<file path="config.mk">
export PLATFORM = sky130hd
export DESIGN_NAME = mmu_xlate_arbiter_flat
export DESIGN_NICKNAME = d
export VERILOG_FILES = /design/src/rtl/mmu_xlate_arbiter_if.sv /design/src/rtl/mmu_xlate_arbiter.sv /design/src/flat_wrapper.sv
export SDC_FILE = /design/constraint.sdc
export NUM_CORES = 1
export LEC_CHECK = 0
export BUFFER_PORTS_ARGS = -buffer_cell sky130_fd_sc_hd__buf_2
export CAP_MARGIN = 5
export CORE_MARGIN = 5
export CORE_UTILIZATION = 42
export CTS_BUF_LIST = sky130_fd_sc_hd__clkbuf_4 sky130_fd_sc_hd__clkbuf_8 sky130_fd_sc_hd__clkbuf_16
export DETAILED_ROUTE_END_ITERATION = 8
export PLACE_DENSITY = 0.74
export SLEW_MARGIN = 25
export SYNTH_ARGS = -nofsm -noshare
export SYNTH_HDL_FRONTEND = slang
export SYNTH_SLANG_ARGS = --single-unit
</file>
<file path="constraint.sdc">
create_clock -name clk -period 1.4 [get_ports clk]
set_input_delay 0.28 -clock clk [delete_from_list [all_inputs] [get_ports clk]]
set_output_delay 0.28 -clock clk [all_outputs]
set_load 0.01 [all_outputs]
</file>
<file path="src/rtl/mmu_xlate_arbiter_if.sv">
// Bus bundle between the AXI MMU wrapper front end, the translation arbiter
// and the shared translation engine.
//   rd_* / wr_* : per-requester translation request and one-cycle result
//   xl_*        : engine job (start/abort out, result/done/fault in)
//   timeout_evt, busy, last_grant : arbiter status
// Modports: slave = arbiter view, master = front end / engine view.
interface mmu_xlate_arbiter_if #(
    parameter int unsigned ADDR_W = 32,
    parameter int unsigned LEN_W  = 8,
    parameter int unsigned SIZE_W = 3
);
    logic              rd_req_valid;
    logic              rd_req_ready;
    logic [ADDR_W-1:0] rd_vaddr;
    logic [LEN_W-1:0]  rd_len;
    logic [SIZE_W-1:0] rd_size;
    logic              rd_resp_valid;
    logic [ADDR_W-1:0] rd_paddr;
    logic              rd_resp_err;

    logic              wr_req_valid;
    logic              wr_req_ready;
    logic [ADDR_W-1:0] wr_vaddr;
    logic [LEN_W-1:0]  wr_len;
    logic [SIZE_W-1:0] wr_size;
    logic              wr_resp_valid;
    logic [ADDR_W-1:0] wr_paddr;
    logic              wr_resp_err;

    logic              xl_start;
    logic              xl_is_write;
    logic [ADDR_W-1:0] xl_vaddr;
    logic [LEN_W-1:0]  xl_len;
    logic [SIZE_W-1:0] xl_size;
    logic [ADDR_W-1:0] xl_paddr;
    logic              xl_done;
    logic              xl_fault;
    logic              xl_abort;

    logic              timeout_evt;
    logic              busy;
    logic              last_grant;

    modport slave (
        input  rd_req_valid, rd_vaddr, rd_len, rd_size,
        output rd_req_ready, rd_resp_valid, rd_paddr, rd_resp_err,
        input  wr_req_valid, wr_vaddr, wr_len, wr_size,
        output wr_req_ready, wr_resp_valid, wr_paddr, wr_resp_err,
        output xl_start, xl_is_write, xl_vaddr, xl_len, xl_size, xl_abort,
        input  xl_paddr, xl_done, xl_fault,
        output timeout_evt, busy, last_grant
    );

    modport master (
        output rd_req_valid, rd_vaddr, rd_len, rd_size,
        input  rd_req_ready, rd_resp_valid, rd_paddr, rd_resp_err,
        output wr_req_valid, wr_vaddr, wr_len, wr_size,
        input  wr_req_ready, wr_resp_valid, wr_paddr, wr_resp_err,
        input  xl_start, xl_is_write, xl_vaddr, xl_len, xl_size, xl_abort,
        output xl_paddr, xl_done, xl_fault,
        input  timeout_evt, busy, last_grant
    );
endinterface

</file>
<file path="src/rtl/mmu_xlate_arbiter.sv">
// Shares one address-translation engine between the AR (read) and AW (write)
// translation requesters. One job at a time, round-robin on ties, engine
// sequenced IDLE -> ISSUE -> WAIT -> RESP, result returned as a one-cycle
// pulse on the granted side.
// Ports:
//   clk   : engine clock
//   reset : synchronous, active-high
//   bus   : mmu_xlate_arbiter_if.slave (requests, results, engine job, status)
// rd/wr_req_ready are combinational grants; xl_abort/timeout_evt are
// combinational pulses; every other output is a register.
// Optional feature: define MMU_XLATE_TIMEOUT_EN to abort an engine job that
// has not completed within TIMEOUT_CYCLES WAIT cycles.
module mmu_xlate_arbiter #(
    parameter int unsigned ADDR_W         = 32,
    parameter int unsigned LEN_W          = 8,
    parameter int unsigned SIZE_W         = 3,
    parameter int unsigned TIMEOUT_CYCLES = 64
) (
    input logic              clk,
    input logic              reset,
    mmu_xlate_arbiter_if.slave bus
);

    typedef enum logic [1:0] {S_IDLE, S_ISSUE, S_WAIT, S_RESP} state_t;

    // Elaboration guard on the timeout limit.
    if (TIMEOUT_CYCLES < 1) begin : g_bad_timeout
        $error("TIMEOUT_CYCLES must be at least 1");
    end

    state_t            state_q, state_d;
    logic              last_grant_q, last_grant_d;
    logic              xl_start_q, xl_start_d;
    logic              xl_is_write_q, xl_is_write_d;
    logic [ADDR_W-1:0] xl_vaddr_q, xl_vaddr_d;
    logic [LEN_W-1:0]  xl_len_q, xl_len_d;
    logic [SIZE_W-1:0] xl_size_q, xl_size_d;
    logic              rd_resp_valid_q, rd_resp_valid_d;
    logic [ADDR_W-1:0] rd_paddr_q, rd_paddr_d;
    logic              rd_resp_err_q, rd_resp_err_d;
    logic              wr_resp_valid_q, wr_resp_valid_d;
    logic [ADDR_W-1:0] wr_paddr_q, wr_paddr_d;
    logic              wr_resp_err_q, wr_resp_err_d;
    logic              busy_q, busy_d;

    logic              rd_grant_c, wr_grant_c;
    logic              fin_c;
    logic [ADDR_W-1:0] fin_paddr_c;
    logic              fin_err_c;

`ifdef MMU_XLATE_TIMEOUT_EN
    localparam int unsigned CNT_W =
        ($clog2(TIMEOUT_CYCLES + 1) > 8) ? $clog2(TIMEOUT_CYCLES + 1) : 8;
    logic [CNT_W-1:0] cnt_q, cnt_d;
    logic             abort_c;
`endif

    // Next-state, grant and output-register computation.
    always_comb begin
        state_d         = state_q;
        last_grant_d    = last_grant_q;
        xl_start_d      = 1'b0;
        xl_is_write_d   = xl_is_write_q;
        xl_vaddr_d      = xl_vaddr_q;
        xl_len_d        = xl_len_q;
        xl_size_d       = xl_size_q;
        rd_resp_valid_d = 1'b0;
        rd_paddr_d      = rd_paddr_q;
        rd_resp_err_d   = rd_resp_err_q;
        wr_resp_valid_d = 1'b0;
        wr_paddr_d      = wr_paddr_q;
        wr_resp_err_d   = wr_resp_err_q;
        rd_grant_c      = 1'b0;
        wr_grant_c      = 1'b0;
        fin_c           = 1'b0;
        fin_paddr_c     = '0;
        fin_err_c       = 1'b0;
`ifdef MMU_XLATE_TIMEOUT_EN
        cnt_d           = cnt_q;
        abort_c         = 1'b0;
`endif

        case (state_q)
            S_IDLE: begin
                // Tie goes to the side opposite the previous grant.
                if (!reset) begin
                    rd_grant_c = bus.rd_req_valid && (!bus.wr_req_valid || last_grant_q);
                    wr_grant_c = bus.wr_req_valid && (!bus.rd_req_valid || !last_grant_q);
                end
                if (rd_grant_c) begin
                    xl_vaddr_d    = bus.rd_vaddr;
                    xl_len_d      = bus.rd_len;
                    xl_size_d     = bus.rd_size;
                    xl_is_write_d = 1'b0;
                    last_grant_d  = 1'b0;
                    xl_start_d    = 1'b1;
                    state_d       = S_ISSUE;
                end else if (wr_grant_c) begin
                    xl_vaddr_d    = bus.wr_vaddr;
                    xl_len_d      = bus.wr_len;
                    xl_size_d     = bus.wr_size;
                    xl_is_write_d = 1'b1;
                    last_grant_d  = 1'b1;
                    xl_start_d    = 1'b1;
                    state_d       = S_ISSUE;
                end
            end
            S_ISSUE: begin
                state_d = S_WAIT;
`ifdef MMU_XLATE_TIMEOUT_EN
                cnt_d   = '0;
`endif
            end
            S_WAIT: begin
                // A done in the timeout cycle takes priority over the abort.
                if (bus.xl_done) begin
                    fin_c       = 1'b1;
                    fin_paddr_c = bus.xl_fault ? '0 : bus.xl_paddr;
                    fin_err_c   = bus.xl_fault;
                end
`ifdef MMU_XLATE_TIMEOUT_EN
                else if (cnt_q == CNT_W'(TIMEOUT_CYCLES - 1)) begin
                    abort_c     = 1'b1;
                    fin_c       = 1'b1;
                    fin_paddr_c = '0;
                    fin_err_c   = 1'b1;
                end else begin
                    cnt_d = cnt_q + CNT_W'(1);
                end
`endif
            end
            S_RESP: begin
                state_d = S_IDLE;
            end
            default: begin
                state_d = S_IDLE;
            end
        endcase

        // Result lands on the granted side in the RESP cycle and then holds.
        if (fin_c) begin
            state_d = S_RESP;
            if (xl_is_write_q) begin
                wr_resp_valid_d = 1'b1;
                wr_paddr_d      = fin_paddr_c;
                wr_resp_err_d   = fin_err_c;
            end else begin
                rd_resp_valid_d = 1'b1;
                rd_paddr_d      = fin_paddr_c;
                rd_resp_err_d   = fin_err_c;
            end
        end

        busy_d = (state_d != S_IDLE);
    end

    // State and output registers.
    always_ff @(posedge clk) begin
        if (reset) begin
            state_q         <= S_IDLE;
            last_grant_q    <= 1'b1;
            xl_start_q      <= 1'b0;
            xl_is_write_q   <= 1'b0;
            xl_vaddr_q      <= '0;
            xl_len_q        <= '0;
            xl_size_q       <= '0;
            rd_resp_valid_q <= 1'b0;
            rd_paddr_q      <= '0;
            rd_resp_err_q   <= 1'b0;
            wr_resp_valid_q <= 1'b0;
            wr_paddr_q      <= '0;
            wr_resp_err_q   <= 1'b0;
            busy_q          <= 1'b0;
`ifdef MMU_XLATE_TIMEOUT_EN
            cnt_q           <= '0;
`endif
        end else begin
            state_q         <= state_d;
            last_grant_q    <= last_grant_d;
            xl_start_q      <= xl_start_d;
            xl_is_write_q   <= xl_is_write_d;
            xl_vaddr_q      <= xl_vaddr_d;
            xl_len_q        <= xl_len_d;
            xl_size_q       <= xl_size_d;
            rd_resp_valid_q <= rd_resp_valid_d;
            rd_paddr_q      <= rd_paddr_d;
            rd_resp_err_q   <= rd_resp_err_d;
            wr_resp_valid_q <= wr_resp_valid_d;
            wr_paddr_q      <= wr_paddr_d;
            wr_resp_err_q   <= wr_resp_err_d;
            busy_q          <= busy_d;
`ifdef MMU_XLATE_TIMEOUT_EN
            cnt_q           <= cnt_d;
`endif
        end
    end

    assign bus.rd_req_ready  = rd_grant_c;
    assign bus.wr_req_ready  = wr_grant_c;
    assign bus.rd_resp_valid = rd_resp_valid_q;
    assign bus.rd_paddr      = rd_paddr_q;
    assign bus.rd_resp_err   = rd_resp_err_q;
    assign bus.wr_resp_valid = wr_resp_valid_q;
    assign bus.wr_paddr      = wr_paddr_q;
    assign bus.wr_resp_err   = wr_resp_err_q;
    assign bus.xl_start      = xl_start_q;
    assign bus.xl_is_write   = xl_is_write_q;
    assign bus.xl_vaddr      = xl_vaddr_q;
    assign bus.xl_len        = xl_len_q;
    assign bus.xl_size       = xl_size_q;
    assign bus.busy          = busy_q;
    assign bus.last_grant    = last_grant_q;
`ifdef MMU_XLATE_TIMEOUT_EN
    assign bus.xl_abort      = abort_c;
    assign bus.timeout_evt   = abort_c;
`else
    assign bus.xl_abort      = 1'b0;
    assign bus.timeout_evt   = 1'b0;
`endif

endmodule

</file>
<file path="src/flat_wrapper.sv">
// flat-port wrapper written by rule: the top's interface ports become plain ports
module mmu_xlate_arbiter_flat 
#(
    parameter int unsigned ADDR_W         = 32,
    parameter int unsigned LEN_W          = 8,
    parameter int unsigned SIZE_W         = 3,
    parameter int unsigned TIMEOUT_CYCLES = 64
)
  (clk, reset, bus_rd_req_valid, bus_rd_vaddr, bus_rd_len, bus_rd_size, bus_rd_req_ready, bus_rd_resp_valid, bus_rd_paddr, bus_rd_resp_err, bus_wr_req_valid, bus_wr_vaddr, bus_wr_len, bus_wr_size, bus_wr_req_ready, bus_wr_resp_valid, bus_wr_paddr, bus_wr_resp_err, bus_xl_start, bus_xl_is_write, bus_xl_vaddr, bus_xl_len, bus_xl_size, bus_xl_abort, bus_xl_paddr, bus_xl_done, bus_xl_fault, bus_timeout_evt, bus_busy, bus_last_grant);
  mmu_xlate_arbiter_if #(.ADDR_W(ADDR_W), .LEN_W(LEN_W), .SIZE_W(SIZE_W)) bus_i ();
  input logic clk;
  input logic reset;
  input wire logic [$bits(bus_i.rd_req_valid)-1:0] bus_rd_req_valid;
  input wire logic [$bits(bus_i.rd_vaddr)-1:0] bus_rd_vaddr;
  input wire logic [$bits(bus_i.rd_len)-1:0] bus_rd_len;
  input wire logic [$bits(bus_i.rd_size)-1:0] bus_rd_size;
  output wire logic [$bits(bus_i.rd_req_ready)-1:0] bus_rd_req_ready;
  output wire logic [$bits(bus_i.rd_resp_valid)-1:0] bus_rd_resp_valid;
  output wire logic [$bits(bus_i.rd_paddr)-1:0] bus_rd_paddr;
  output wire logic [$bits(bus_i.rd_resp_err)-1:0] bus_rd_resp_err;
  input wire logic [$bits(bus_i.wr_req_valid)-1:0] bus_wr_req_valid;
  input wire logic [$bits(bus_i.wr_vaddr)-1:0] bus_wr_vaddr;
  input wire logic [$bits(bus_i.wr_len)-1:0] bus_wr_len;
  input wire logic [$bits(bus_i.wr_size)-1:0] bus_wr_size;
  output wire logic [$bits(bus_i.wr_req_ready)-1:0] bus_wr_req_ready;
  output wire logic [$bits(bus_i.wr_resp_valid)-1:0] bus_wr_resp_valid;
  output wire logic [$bits(bus_i.wr_paddr)-1:0] bus_wr_paddr;
  output wire logic [$bits(bus_i.wr_resp_err)-1:0] bus_wr_resp_err;
  output wire logic [$bits(bus_i.xl_start)-1:0] bus_xl_start;
  output wire logic [$bits(bus_i.xl_is_write)-1:0] bus_xl_is_write;
  output wire logic [$bits(bus_i.xl_vaddr)-1:0] bus_xl_vaddr;
  output wire logic [$bits(bus_i.xl_len)-1:0] bus_xl_len;
  output wire logic [$bits(bus_i.xl_size)-1:0] bus_xl_size;
  output wire logic [$bits(bus_i.xl_abort)-1:0] bus_xl_abort;
  input wire logic [$bits(bus_i.xl_paddr)-1:0] bus_xl_paddr;
  input wire logic [$bits(bus_i.xl_done)-1:0] bus_xl_done;
  input wire logic [$bits(bus_i.xl_fault)-1:0] bus_xl_fault;
  output wire logic [$bits(bus_i.timeout_evt)-1:0] bus_timeout_evt;
  output wire logic [$bits(bus_i.busy)-1:0] bus_busy;
  output wire logic [$bits(bus_i.last_grant)-1:0] bus_last_grant;
  assign bus_i.rd_req_valid = bus_rd_req_valid;
  assign bus_i.rd_vaddr = bus_rd_vaddr;
  assign bus_i.rd_len = bus_rd_len;
  assign bus_i.rd_size = bus_rd_size;
  assign bus_rd_req_ready = bus_i.rd_req_ready;
  assign bus_rd_resp_valid = bus_i.rd_resp_valid;
  assign bus_rd_paddr = bus_i.rd_paddr;
  assign bus_rd_resp_err = bus_i.rd_resp_err;
  assign bus_i.wr_req_valid = bus_wr_req_valid;
  assign bus_i.wr_vaddr = bus_wr_vaddr;
  assign bus_i.wr_len = bus_wr_len;
  assign bus_i.wr_size = bus_wr_size;
  assign bus_wr_req_ready = bus_i.wr_req_ready;
  assign bus_wr_resp_valid = bus_i.wr_resp_valid;
  assign bus_wr_paddr = bus_i.wr_paddr;
  assign bus_wr_resp_err = bus_i.wr_resp_err;
  assign bus_xl_start = bus_i.xl_start;
  assign bus_xl_is_write = bus_i.xl_is_write;
  assign bus_xl_vaddr = bus_i.xl_vaddr;
  assign bus_xl_len = bus_i.xl_len;
  assign bus_xl_size = bus_i.xl_size;
  assign bus_xl_abort = bus_i.xl_abort;
  assign bus_i.xl_paddr = bus_xl_paddr;
  assign bus_i.xl_done = bus_xl_done;
  assign bus_i.xl_fault = bus_xl_fault;
  assign bus_timeout_evt = bus_i.timeout_evt;
  assign bus_busy = bus_i.busy;
  assign bus_last_grant = bus_i.last_grant;
  mmu_xlate_arbiter #(.ADDR_W(ADDR_W), .LEN_W(LEN_W), .SIZE_W(SIZE_W), .TIMEOUT_CYCLES(TIMEOUT_CYCLES)) u_core (.clk(clk), .reset(reset), .bus(bus_i));
endmodule
</file>
==> results of run 1 <==
## report_power, final
group	leakage (nW)	internal (mW)	switching, mW	total [mW]
Clock	0.279	2.69	1.45	4.15
Combinational	2.03	1.53	1.54	3.08
Sequential	0.953	3.70	0.188	3.89
Total	3.26	7.93	3.19	11.1
## metal layers
| layer | up-vias | GRT usage, % |
|---|---|---|
| met2 | 255 | 37.9 |
| met4 | 0 | 6.30 |
| li1 | 2658 | - |
| met3 | 23 | 7.11 |
| met1 | 2460 | 27.6 |
| met5 | - | 0 |
## repair_timing
item | 4_1_cts | 5_1_grt
cloned | 7 | 2
gates resized for setup | 23 | 6
pin swaps | 12 | 26
setup buffers | 9 | 5
setup endpoints to repair | 113 | 115
## metrics by stage
step | TNS (ns) | hold slack [ns] | util (%) | power [mW]
global route | -27.63 | 0.135 | 65.1 | 11.7
detailed placement | -9.41 | 0.443 | 56.1 | 6.48
floorplan | -0.218 | 0.447 | - | 5.41
global placement | -20.05 | 0.438 | 55.9 | 6.40
CTS | -13.69 | 0.136 | 64.2 | 11.0
finish | -16.17 | 0.148 | 65.1 | 11.1
## path summary, 6_finish.rpt
check / startpoint / endpoint / slack, ns / cells past startpoint
min: bus_rd_vaddr[24] / u_core.bus.xl_vaddr[24]$_SDFFE_PP0P_ / 0.15 / 3
min reg2reg: u_core.bus.rd_paddr[14]$_SDFFE_PP0P_ / u_core.bus.rd_paddr[14]$_SDFFE_PP0P_ / 0.45 / 2
max: u_core.state_q[0]$_SDFF_PP0_ / bus_rd_req_ready / -0.36 / 6
max reg2reg: u_core.state_q[0]$_SDFF_PP0_ / u_core.bus.wr_paddr[17]$_SDFFE_PP0P_ / -0.24 / 8
## cell type report
cell class | count | area, um2 | area share [%]
sequential | 117 | 2340 | 31.3
multi-input combinational | 434 | 2370 | 31.6
clock inverter | 10 | 108 | 1.44
tap | 143 | 179 | 2.39
timing repair buffer | 293 | 2020 | 27.0
inverter | 4 | 15.0 | 0.200
clock buffer | 21 | 462 | 6.16
## registers in the layout (all words and copies together) (netlist names)
signal,count
u_core.bus.xl_start,1
u_core.bus.xl_size,3
u_core.bus.wr_paddr,32
u_core.bus.last_grant,1
u_core.bus.wr_resp_err,1
u_core.bus.rd_resp_err,1
u_core.bus.rd_paddr,32
u_core.bus.xl_is_write,1
u_core.bus.xl_vaddr,32
u_core.bus.rd_resp_valid,1
u_core.bus.busy,1
u_core.bus.wr_resp_valid,1
u_core.state_q,2
u_core.bus.xl_len,8
## synth_stat cells (2+ instances only)
library cell  instances  area, um2
a21oi_1             111        556
a311oi_1             36        315
a311oi_2              7        105
and3_1                2       12.5
buf_1                 3       11.3
buf_2                34        170
buf_4                 9       67.6
clkbuf_1             15       56.3
clkbuf_2              4       20.0
dfxtp_1             117       2340
ha_1                  2       25.0
inv_1                 4       15.0
nand2_1             134        503
nand3_1              45        225
nand3b_1              2       15.0
nor2_1                5       18.8
nor2b_1              34        213
o21ai_0              46        230
## worst max-delay path, stage by stage, from the launching register on
cell     delay, ns
dfxtp_2       0.32
inv_2         0.07
ha_4          0.13
buf_6         0.09
nor2b_4       0.18
and3_4        0.20
buf_6         0.10
## cells by family (layout without fill, tap and decap cells)
logic type	Yosys count	count (layout)	synth area share [%]
adder cells (fa/ha/maj)	2	2	0.503
buffers and inverters	69	328	6.84
AO/OA/AOI/OAI	201	201	24.4
other	1	2	0.0753
AND/OR/NAND/NOR	229	229	21.1
flip-flops	117	117	47.1
==> results.json, run 1 <==
{
  "p_per_area_nw_per_um2": 1480,
  "crit_path_start_kind": "register",
  "slew_headroom_pct": 55.7,
  "top_layer": "met4",
  "synth_ff_type": "dfxtp_1",
  "antenna_found_initial": 0,
  "vias_per_cell": 5.28,
  "num_antenna_cells": 0,
  "crit_required_ns": 1.12,
  "drtAntennaViolNets": 0,
  "fp.dieH_um": 119,
  "core_um2": 11500,
  "fin_area_um2": 7500,
  "cp_max_fo": 4,
  "wl_met1_um": 6540,
  "fp.dieW_um": 119,
  "mostFrequentLayoutCell": "buf_2",
  "hold_viol_final": 0,
  "period_share_pct": 126,
  "start_util_pct": 43.2,
  "nFillCells": 1004,
  "syn_area_um2": 4980,
  "synth-seq-cells": 117,
  "drc": 0,
  "hold_class": "in -> reg",
  "h-tree-depth": 4,
  "syn_inst": 619,
  "dr.first_iter.drc_count": 405,
  "setup_violations": 109,
  "violations": "setup timing",
  "synth_cell_types": 27,
  "ioPinCount": 243,
  "critPathArrivalTime_ns": 1.48,
  "clockRootBuffer": "clkbuf_16",
  "wl_met2_um": 8170,
  "post_drt_wl_per_cell_um": 16.2,
  "ir_worst_vdd_mv": 0.643,
  "slew_viol_final": 0,
  "ys_seq_area_share_pct": 47.1,
  "std_cell_rows": 39,
  "dp_hpwl_um": 10400,
  "dp_cells": 969,
  "skew_ns": 0.00865,
  "port_buffers": 240,
  "drive_above_1_share_pct": 40.0,
  "rsz0062_at_grt": "yes",
  "numCtsBuffers": 17,
  "cap_violations": 0,
  "gp_congestion": 0.804,
  "power.leakage_nw": 3.26,
  "grt_max_degree": 112,
  "worstSetupPathType": "reg -> out",
  "dr.pass1.iters": 5,
  "synth_edf_count": 0,
  "status": "finished with violations",
  "clockBufferDepth": 2,
  "ys.warnings.count": 0,
  "worst_slack_ns": -0.359,
  "fmax_mhz": 568,
  "layout_common_cells": "237 x buf_2, 133 x nand2_1, 116 x dfxtp_1, 107 x a21oi_1, 46 x o21ai_0",
  "post_dp_cell_area_um2": 6460,
  "fin_cells": 1022,
  "fin_nets": 993,
  "overflow": 0,
  "track_usage_pct": 22.4,
  "clkLatencyLatePin_ns": 0.40,
  "tightest_slew_ns": 0.664,
  "area_growth_syn_to_layout_pct": 50.6,
  "grt_pass1_wl_um": 26100,
  "endpoint_kind": "primary output",
  "tritoncts": "built",
  "async_flop_share_pct": 0,
  "syn_avg_cell_area_um2": 8.04,
  "ctsHoldBuffers": 0,
  "routed-wl-met3_um": 1570,
  "cts.sinks": 117,
  "dp_slack_ns": -0.202,
  "clkTransAtPathRegs_ns": 0.06,
  "final.min_clock_period_ns": 1.76,
  "wl_um": 16600,
  "fp.dieArea_um2": 14100,
  "vias": 5396,
  "grt_pass1_vias": 5141
}
(Power assumes the default switching activity.)
==> run 2, diff against run 1 <==
REMOVE_ABC_BUFFERS = 1   (was not set)
==> results.json, run 2 (synthesis gave the netlist of run 1 again) <==
{
  "dr.first_iter.drc_count": 555,
  "worst_hold_path.endpoint": "u_core.bus.xl_vaddr[3]$_SDFFE_PP0P_",
  "clockRootBuffer": "clkbuf_16",
  "r2r_slack_ns": -0.24,
  "fp.dieW_um": 119,
  "tritoncts": "built",
  "fp.dieH_um": 119,
  "clkTransAtPathRegs_ns": 0.06,
  "slowest_stage": "dfxtp_2",
  "cts.sinks": 117,
  "fmax_mhz": 602,
  "post_drt_wl_per_cell_um": 19.3,
  "mostFrequentLayoutCell": "buf_2",
  "numCtsBuffers": 17,
  "hold_viol_final": 0,
  "hold_class": "in -> reg",
  "path_cells": "inv_2 -> ha_4 -> nor2b_4 -> and3_4 -> buf_6",
  "hold_path_depth": 3,
  "antenna_found_initial": 0,
  "core_um2": 11500,
  "drc": 0,
  "port_buffers": 240,
  "tightest_slew_ns": 0.996,
  "post-route-util_pct": 69.6,
  "power.leakage_nw": 3.65,
  "final.min_clock_period_ns": 1.66,
  "vias": 5709,
  "overflow": 0,
  "period_share_pct": 119,
  "area_growth_syn_to_layout_pct": 61.0,
  "endpoint_kind": "primary output",
  "dp_hpwl_um": 11000,
  "grt_pass1_vias": 5200,
  "skew_ns": 0.0143,
  "ctsHoldBuffers": 0,
  "wl_um": 19700,
  "ioPinCount": 243,
  "dp_slack_ns": -0.0929,
  "crit_path_start_kind": "register",
  "track_usage_pct": 22.8,
  "std_cell_rows": 39,
  "violations": "setup timing",
  "vias_per_cell": 5.58,
  "num_antenna_cells": 0,
  "fin_cells": 1024,
  "cp_slowest_stage_delay_ns": 0.32,
  "worstSetupPathType": "reg -> out",
  "dp_cells": 964,
  "crit_required_ns": 1.12,
  "clkLatencyLatePin_ns": 0.41,
  "grt_pass1_wl_um": 26200,
  "fp.dieArea_um2": 14100,
  "drive_above_1_share_pct": 48.6,
  "fin_nets": 995,
  "cap_violations": 0,
  "grt_max_degree": 75,
  "layout_common_cells": "238 x buf_2, 115 x dfxtp_1, 93 x nand2_1, 76 x a21oi_1, 44 x o21ai_0",
  "critPathArrivalTime_ns": 1.38,
  "worst_slack_ns": -0.262,
  "clockBufferDepth": 2,
  "status": "finished with violations",
  "setup_violations": 113,
  "h-tree-depth": 4,
  "dr.pass1.iters": 5,
  "hold_start": "bus_rd_vaddr[3]",
  "cp_max_fo": 3,
  "gp_congestion": 0.768,
  "slew_viol_final": 0,
  "worstReg2RegEnd": "u_core.bus.rd_paddr[13]$_SDFFE_PP0P_",
  "ir_worst_vdd_mv": 0.589,
  "timing.rr.start": "u_core.state_q[0]$_SDFF_PP0_",
  "total_power_mw": 11.7,
  "r2r_cells": 8,
  "slew_headroom_pct": 33.6,
  "rsz0062_at_grt": "yes",
  "start_util_pct": 43.2,
  "drtAntennaViolNets": 0,
  "p_per_area_nw_per_um2": 1460,
  "crit_start": "u_core.state_q[0]$_SDFF_PP0_"
}
## run 2: how the worst max path moves through the flow
stage                                      endpoint  slack, ns  depth (start not counted)
2_1_floorplan                      bus_wr_req_ready      -1.38                          5
3_3_place_gp   u_core.bus.xl_vaddr[17]$_SDFFE_PP0P_       0.01                          6
3_5_place_dp   u_core.bus.xl_vaddr[11]$_SDFFE_PP0P_      -0.09                          6
4_1_cts                            bus_rd_req_ready      -0.25                          5
5_1_grt                            bus_rd_req_ready      -0.32                          5
6_report                           bus_rd_req_ready      -0.26                          5
## run 2: repair_timing
action | in CTS | in global routing
pin swaps | 7 | 62
buffers inserted | 3 | 6
gates cloned | 3 | 17
resized for setup | 14 | 121
setup endpoints to repair | 44 | 88
## run 2: power breakdown
| part | leakage (nW) | internal (mW) | total [mW] | switching (mW) |
|---|---|---|---|---|
| combinational | 2.42 | 1.69 | 3.47 | 1.78 |
| sequential | 0.954 | 3.70 | 3.91 | 0.203 |
| clock | 0.275 | 2.68 | 4.29 | 1.61 |
## run 2: metrics by stage
step / hold slack [ns] / TNS (ns) / area, um2
global placement: 0.439 / 0 / 6420
detailed placement: 0.444 / -1.59 / 6420
CTS: 0.127 / -2.45 / 7170
floorplan: 0.348 / -67.98 / 4660
global route: 0.131 / -21.72 / 8010
finish: 0.140 / -14.33 / 8010
## run 2: cell type report
cell class	count	area, um2
timing repair buffer	295	2140
inverter	4	15.0
clock buffer	19	447
sequential	117	2340
fill	853	3500
multi-input combinational	434	2760
clock inverter	12	131
tap	143	179
## run 2: worst max-delay path: cells and delay by family, from the launching register on
family | cells | cell delay (ns)
DFF | 1 | 0.32
buffers and inverters | 2 | 0.16
and+or+nand+nor | 2 | 0.37
adders and majority gates | 1 | 0.13
## run 2: layer usage
layer / vias up / track usage (%) / share of wire, %
met5: - / 0 / 0
met4: 0 / 8.83 / 3.5
met3: 53 / 7.30 / 9.9
met2: 334 / 38.6 / 49
met1: 2661 / 26.9 / 37
li1: 2661 / - / -
==> run 3, diff against run 2 <==
SETUP_SLACK_MARGIN = 0.2   (was not set)
==> results.json, run 3 (synthesis gave the netlist of run 1 again) <==
{
  "status": "finished with violations",
  "violations": "setup timing",
  "total_power_mw": 12.2,
  "ctsHoldBuffers": 0,
  "worst_hold_slack_ns": 0.131,
  "setup_tns_ns": -14.65,
  "num_antenna_cells": 0,
  "grt_pass1_vias": 5707,
  "wl_um": 21900,
  "drc": 0,
  "fp.dieW_um": 119,
  "final.min_clock_period_ns": 1.66,
  "slew_headroom_pct": 39.9,
  "crit_required_ns": 1.12,
  "clkTransAtPathRegs_ns": 0.06,
  "hold_class": "in -> reg",
  "critical_path_buf_inv_count": 2,
  "cap_violations": 0,
  "fmax_mhz": 601,
  "track_usage_pct": 27.5,
  "critPathTopFamily": "simple AND/OR/NAND/NOR gates",
  "overflow": 0,
  "post_drt_wl_per_cell_um": 20.7,
  "fin_nets": 1026,
  "vias_per_cell": 5.68,
  "dp_hpwl_um": 11000,
  "core_um2": 11500,
  "p_per_area_nw_per_um2": 1430,
  "slew_viol_final": 0,
  "ir_worst_vdd_mv": 0.777,
  "fp.dieH_um": 119,
  "ioPinCount": 243,
  "dp_cells": 964,
  "h-tree-depth": 4,
  "numCtsBuffers": 17,
  "tritoncts": "built",
  "worst_slack_ns": -0.263,
  "hold_viol_final": 0,
  "std_cell_rows": 39,
  "layout_common_cells": "228 x buf_2, 98 x nand2_1, 89 x a21oi_1, 85 x dfxtp_1, 43 x nand3_1",
  "skew_ns": 0.0130,
  "period_share_pct": 119,
  "grt_max_degree": 75,
  "cp_max_fo": 3,
  "drtAntennaViolNets": 0,
  "path_cells": "inv_2 -> ha_4 -> nor2b_4 -> and3_4 -> buf_6",
  "slowest_stage": "dfxtp_2",
  "clockRootBuffer": "clkbuf_16",
  "multiInputGateArea_um2": 2580,
  "mostFrequentLayoutCell": "buf_2",
  "grt_pass1_wl_um": 30700,
  "clockBufferDepth": 2,
  "area_growth_syn_to_layout_pct": 71.4,
  "fp.dieArea_um2": 14100,
  "port_buffers": 240,
  "setup_violations": 112,
  "start_util_pct": 43.2,
  "gp_congestion": 0.768,
  "endpoint_kind": "primary output",
  "cts.sinks": 117,
  "dr.first_iter.drc_count": 510,
  "clkLatencyLatePin_ns": 0.41,
  "nFillCells": 811,
  "vias": 5992,
  "worstSetupPathType": "reg -> out",
  "power.leakage_nw": 3.72,
  "drive_above_1_share_pct": 52.1,
  "dr.pass1.iters": 5,
  "antenna_found_initial": 0,
  "critPathArrivalTime_ns": 1.38,
  "crit_path_start_kind": "register",
  "tightest_slew_ns": 0.901,
  "regArea_um2": 2380,
  "cp_slowest_stage_delay_ns": 0.32,
  "fin_cells": 1055,
  "rsz0062_at_grt": "yes"
}
## run 3: cell type report
cell class / count / share of cell area, %
timing repair buffer: 326 / 32.7
sequential: 117 / 28.0
clock buffer: 19 / 5.24
clock inverter: 12 / 1.54
multi-input combinational: 434 / 30.3
inverter: 4 / 0.176
tap: 143 / 2.10
## run 3: report_power, final
group | switching (mW) | internal (mW) | total [mW]
sequential | 0.211 | 3.72 | 3.93
clock | 1.64 | 2.67 | 4.32
combinational | 1.91 | 2.07 | 3.98
total | 3.76 | 8.47 | 12.2
## run 3: final timing paths
| kind | startpoint | depth (start not counted) | to | slack, ns |
|---|---|---|---|---|
| hold reg to reg | u_core.bus.rd_paddr[10]$_SDFFE_PP0P_ | 2 | u_core.bus.rd_paddr[10]$_SDFFE_PP0P_ | 0.45 |
| setup reg to reg | u_core.state_q[0]$_SDFF_PP0_ | 10 | u_core.bus.rd_paddr[17]$_SDFFE_PP0P_ | -0.24 |
| setup / recovery | u_core.state_q[0]$_SDFF_PP0_ | 5 | bus_rd_req_ready | -0.26 |
| hold / removal | bus_rd_vaddr[3] | 3 | u_core.bus.xl_vaddr[3]$_SDFFE_PP0P_ | 0.13 |
## run 3: metal layers
layer	global-route usage [%]	routed length, um	share of wire (%)	up-vias
met4	11.8	964	4.4	0
met1	30.3	7970	36	2828
met5	0	0	0	-
met3	7.63	2070	9.4	79
li1	-	-	-	2727
met2	49.4	10900	50	358
## run 3: worst register-to-register path, stage by stage, from the launching register on
cell      delay [ns]
dfxtp_2         0.33
inv_2           0.05
buf_4           0.13
ha_4            0.17
buf_6           0.12
nand3b_1        0.10
buf_6           0.18
buf_12          0.13
buf_16          0.13
nand2_1         0.06
a21oi_1         0.15
## run 3: what timing repair did
| action | CTS | global route |
|---|---|---|
| resized for setup | 84 | 92 |
| cloned | 20 | 9 |
| endpoints found under the setup margin | 122 | 143 |
| pin swaps | 22 | 52 |
| setup buffers | 17 | 14 |
## run 3: stage by stage
| step | util, % | instance area [um2] | setup WS (ns) |
|---|---|---|---|
| after floorplan | - | 4660 | -1.38 |
| after global placement | 55.7 | 6420 | 0.0100 |
| after detailed placement | 55.7 | 6420 | -0.0929 |
| after CTS | 69.0 | 7950 | -0.254 |
| after global routing | 74.1 | 8530 | -0.328 |
| final | 74.1 | 8530 | -0.263 |
